## config.mk

```make
export PLATFORM = sky130hd
export DESIGN_NAME = code_entry_buffer
export DESIGN_NICKNAME = d
export VERILOG_FILES = /design/src/rtl/code_entry_pkg.sv /design/src/rtl/inactivity_timer.sv /design/src/rtl/code_entry_buffer.sv
export SDC_FILE = /design/constraint.sdc
export NUM_CORES = 1
export LEC_CHECK = 0
export CAP_MARGIN = 25
export CORE_MARGIN = 3
export CORE_UTILIZATION = 52
export CTS_BUF_LIST = sky130_fd_sc_hd__clkbuf_16
export CTS_CLUSTER_SIZE = 20
export DETAILED_ROUTE_END_ITERATION = 7
export PLACE_DENSITY = 0.92
export SYNTH_ARGS = -nofsm -noshare
export SYNTH_HDL_FRONTEND = slang
export SYNTH_HIERARCHICAL = 1
export SYNTH_SLANG_ARGS = --single-unit
```

## constraint.sdc

```tcl
create_clock -name clk -period 3.3 [get_ports clk]
set_input_delay 0.66 -clock clk [delete_from_list [all_inputs] [get_ports clk]]
set_output_delay 0.66 -clock clk [all_outputs]
set_load 0.1 [all_outputs]
```

## src/rtl/code_entry_pkg.sv

```systemverilog
// Shared types and width helpers for the keypad code-entry register and its
// inactivity timer.
package code_entry_pkg;

    typedef enum logic [1:0] {
        IDLE  = 2'd0,
        ENTRY = 2'd1,
        FULL  = 2'd2
    } state_t;

    function automatic int count_w(input int digits);
        return $clog2(digits + 1);
    endfunction

    function automatic int timer_w(input int timeout_cyc);
        return $clog2(timeout_cyc);
    endfunction

endpackage

```

## src/rtl/inactivity_timer.sv

```systemverilog
// Idle-cycle counter with synchronous clear and enable; tc is high while the
// count sits at TERMINAL-1, and the counter wraps to zero on that edge.
module inactivity_timer
    import code_entry_pkg::*;
#(
    parameter int TERMINAL = 1000000
) (
    input  logic clk,
    input  logic reset,
    input  logic clear,
    input  logic enable,
    output logic tc
);

    localparam int W = timer_w(TERMINAL);
    localparam logic [W-1:0] LAST = W'(TERMINAL - 1);

    logic [W-1:0] cnt;

    assign tc = enable && (cnt == LAST);

    always_ff @(posedge clk or posedge reset) begin
        if (reset) begin
            cnt <= '0;
        end else if (clear) begin
            cnt <= '0;
        end else if (enable) begin
            cnt <= tc ? '0 : cnt + 1'b1;
        end
    end

endmodule

```

## src/rtl/code_entry_buffer.sv

```systemverilog
// Keypad code-entry shift register: digits shift in display-style, with
// clear/load/backspace/key priority, inactivity auto-clear and status pulses.
module code_entry_buffer
    import code_entry_pkg::*;
#(
    parameter int DIGITS      = 4,
    parameter int DIGIT_W     = 4,
    parameter int TIMEOUT_CYC = 1000000
) (
    input  logic                          clk,
    input  logic                          reset,
    input  logic                          key_valid,
    input  logic [DIGIT_W-1:0]            key_code,
    input  logic                          backspace,
    input  logic                          clear,
    input  logic                          load,
    input  logic [DIGITS*DIGIT_W-1:0]     load_data,
    output logic [DIGITS*DIGIT_W-1:0]     code_out,
    output logic [count_w(DIGITS)-1:0]    count,
    output logic                          full,
    output logic                          entry_done,
    output logic                          overflow,
    output logic                          timeout
);

    localparam int CODE_W = DIGITS * DIGIT_W;
    localparam int CW     = count_w(DIGITS);
    localparam logic [CW-1:0] CNT_MAX = CW'(DIGITS);

    state_t            state_q, state_d;
    logic [CODE_W-1:0] code_d;
    logic [CW-1:0]     count_d;
    logic              done_d, ovf_d, to_d;
    logic              cmd, tc;

    assign cmd  = clear | load | backspace | key_valid;
    assign full = (state_q == FULL);

    inactivity_timer #(
        .TERMINAL (TIMEOUT_CYC)
    ) u_timer (
        .clk    (clk),
        .reset  (reset),
        .clear  (cmd || (state_q != ENTRY)),
        .enable (state_q == ENTRY),
        .tc     (tc)
    );

    always_ff @(posedge clk or posedge reset) begin
        if (reset) begin
            state_q <= IDLE;
        end else begin
            state_q <= state_d;
        end
    end

    always_comb begin
        code_d  = code_out;
        count_d = count;
        done_d  = 1'b0;
        ovf_d   = 1'b0;
        to_d    = 1'b0;

        if (clear) begin
            code_d  = '0;
            count_d = '0;
        end else if (load) begin
            code_d  = load_data;
            count_d = CNT_MAX;
        end else if (backspace) begin
            if (state_q != IDLE) begin
                code_d  = code_out >> DIGIT_W;
                count_d = count - 1'b1;
            end
        end else if (key_valid) begin
            if (state_q != FULL) begin
                code_d  = {code_out[CODE_W-DIGIT_W-1:0], key_code};
                count_d = count + 1'b1;
                done_d  = (count_d == CNT_MAX);
            end else begin
                ovf_d = 1'b1;
            end
        end else if (tc) begin
            code_d  = '0;
            count_d = '0;
            to_d    = 1'b1;
        end

        // State is derived from the next count so the two can never disagree.
        if (count_d == '0) begin
            state_d = IDLE;
        end else if (count_d == CNT_MAX) begin
            state_d = FULL;
        end else begin
            state_d = ENTRY;
        end
    end

    always_ff @(posedge clk or posedge reset) begin
        if (reset) begin
            code_out   <= '0;
            count      <= '0;
            entry_done <= 1'b0;
            overflow   <= 1'b0;
            timeout    <= 1'b0;
        end else begin
            code_out   <= code_d;
            count      <= count_d;
            entry_done <= done_d;
            overflow   <= ovf_d;
            timeout    <= to_d;
        end
    end

endmodule
```

==> impl_results.md <==
* Hold slack final at approximately 590 ps
* Clock share of power at between 30% and 40%
* Status: finished, final reports clean
* Combinational share of power at about 23%
* Via density at roughly 6.1
* Dominant cell by count in the synthesized netlist: dfrtp_1
* Final min period at roughly 2900 ps
* Reg-to-Reg Start: state_q[0]
* P_int at 1.011 mW
* LEAKAGE at 1.311 nW
* Syn Std Cell Area at roughly 0.0025 mm2
* Clock-pin slew on the worst setup and hold paths at ~60 ps
* Clk_lat worst skew at ~290 ps
* HP Class: in -> async
* CTS root buf: clkbuf_16
* Largest area contributor in the netlist: dfrtp_1
* Reg power frac at 39.5%
* H-tree levels at 2
* DR WL met2 at between 3000 and 4000 um
* DRC errors left at 0
* PortBufs at 48
* Grt total ovfl at 0
* DIE WIDTH at 75.99 um
* Syn avg cell area at between 9 and 10 um2
* Placed cell area at ~0.0030 mm2
* Synth Register Bits at 44
* Worst Path Arrival at 3080 ps
* TNS Setup at 0 ps
* Total Power at about 1.5 mW
* CP startpoint kind: input port
* Yosys warning count at 6
* Average routed wire per standard cell at between 15 and 20 um
* Routed wl met3 at about 470 um
* Gates resized, CTS repair at 0
* Total setup buffers inserted after CTS at 0
* DRT Wirelength at ~6500 um
* Cell total after placement at approximately 380
* Max Cap Violations at 0
* Gr usage total at between 20% and 30%
* Final setup vio count at 0
* GPL Wtd Cong at around 0.90
* Synth cell count leaders: 44 x dfrtp_1, 30 x nor2_1, 24 x nand2_1
* Row count at 24
* Clk_skew at approximately 6.7 ps
* CTS sink count at 44
* Final cell count without fillers at a little under 400
* Total number of vias at 2,384
* Synth top area share at between 40% and 50%
* Cell at the slowest stage of the critical path: nor2_1
* CP peak stage delay at roughly 660 ps
* Synth Instances at between 200 and 300
* Storage cell area at 0.001101 mm2
* Critical path class: in -> reg
* Worst slew pin tran at roughly 840 ps
* Placeable Area at ~0.0045 mm2
* Antenna Nets Post-Route at 0
* Number of synthesized flops with an enable pin at 0
* Seq/Total Area, Yosys at approximately 43%
* Hold buffers post-CTS at 0
* Async SR Flop Fraction at between 90% and 100%
* DP Wirelength at approximately 4600 um
* Top cells by area, synth: dfrtp_1 43%, nor2_1 4.4%, nand2_1 3.5%
* Synthesized net count at a little over 300
* NetSw at 467.7 uW
* CP Capture Type: register
* DIE AREA at just under 0.006 mm2
* Unrepaired setup endpoints after global routing: false
* CTS tree: built
* Number of I/O pins at between 40 and 50
* Data required, critical path at around 3500 ps
* Max-slew violation count at 0
* Nets at around 350
* Cts bufs inserted at 5
* # fillers at 326
* First-pass GRT wire length at 10,750 um
* Worst slack, placed at about 200 ps
* Initial antenna violation count at 0
* Number of global-route vias before repair at 2,265
* Top layer in use: met4
* Final Hold Vio Count at 0
* Area occupied by multi-input gates at ~0.0013 mm2
* Layout cells sized above 1 at roughly 15%
* Largest net degree at the start of global routing at 25
* Slew margin rel. at 43.32%
* CP startpoint: load
* Area grow syn2layout at 24.85%
* Met1 wire length at approximately 2600 um
* Final Cell Area at roughly 0.0032 mm2
* Initial DRC count at ~230
* Maximum VDD drop at 343.4 uV
* Max Fclk at roughly 340 MHz
* Switching Share at between 30% and 40%
* Post-synthesis cell type count at 52
* Crit path cell chain: clkdlybuf4s50_1, nor2_1, nand3_1, o21ai_0, or3_1, xor2_1, nor2_2
* Initial Util at between 50% and 60%
* Post-synth top flop: dfrtp_1
* First drt pass iteration count at 5
* Max Buffers Root-to-Sink at 2
* Die Ht at between 70 and 80 um
* Tcrit/Tclk final at 88.24%
* Final Worst Setup Slack at just under 400 ps
* Finished Core Util at 70.14%
* CP max FO at 11
* Pwr dens at about 460 mW/mm2
* Antenna Cells at 0
## sequential cells by signal (all words and copies together), names as in the netlist
name / count
code_out: 16
count: 3
entry_done: 1
overflow: 1
state_q: 2
timeout: 1
u_timer/cnt: 20
## layer usage
metal,vias up,GRT usage (%)
met2,126,40.25
li1,1105,-
met5,-,0
met1,1142,28.32
met3,11,3.546
met4,0,8.877
## layout make-up
cell class,instances,share of cell area (%)
Sequential cell,44,34.62
Clock buffer,5,3.934
Timing Repair Buffer,53,15.11
Tap cell,65,2.557
Clock inverter,3,1.220
Multi-Input combinational cell,205,41.03
Inverter,13,1.534
## logic make-up after synthesis
| family | synth area share [%] |
|---|---|
| simple gates | 26.42 |
| fa+ha+maj | 1.965 |
| flops | 43.22 |
| xor+xnor | 5.157 |
| buf+inv | 5.550 |
| mux | 0.3929 |
| compound gates | 17.29 |
## power groups by stage
stage                     registers (mW)  logic, mW  clock network [mW]
after detailed placement           0.592      0.332                   0
after floorplan                    0.705      0.129                   0
after global placement             0.592      0.325                   0
after global routing               0.586      0.356               0.586
final                              0.584      0.338               0.556
after CTS                          0.583      0.334               0.560
## critical path, delay by kind of cell
family / cells / cell delay, ps
buffers and inverters: 1 / 420
xor gates and xnor gates: 1 / 200
and+or+nand+nor: 4 / 1360
AOI/OAI and AO/OA: 1 / 440
## cells in the final DEF (no fill, tap or decap), drive strengths merged, types with 6 or more instances in the layout
cell	n
xnor2	7
o311ai	7
nor3	13
buf	28
a21oi	11
o211ai	6
a22oi	6
nand3	18
dfrtp	44
nand4	7
inv	14
nand2	25
o21ai	8
xor2	8
clkdlybuf4s50	25
nor2	31
## worst paths after layout
kind	end	slack (ps)	depth (start not counted)
setup / recovery	u_timer/cnt[10]	390	7
hold / removal	code_out[11]	590	2
setup reg to reg	code_out[0]	570	10
hold reg to reg	u_timer/cnt[19]	590	2
max in group asynchronous	u_timer/cnt[1]	1970	2
min in group clk	u_timer/cnt[19]	590	2
No activity file was read; power rests on OpenSTA's default activity.
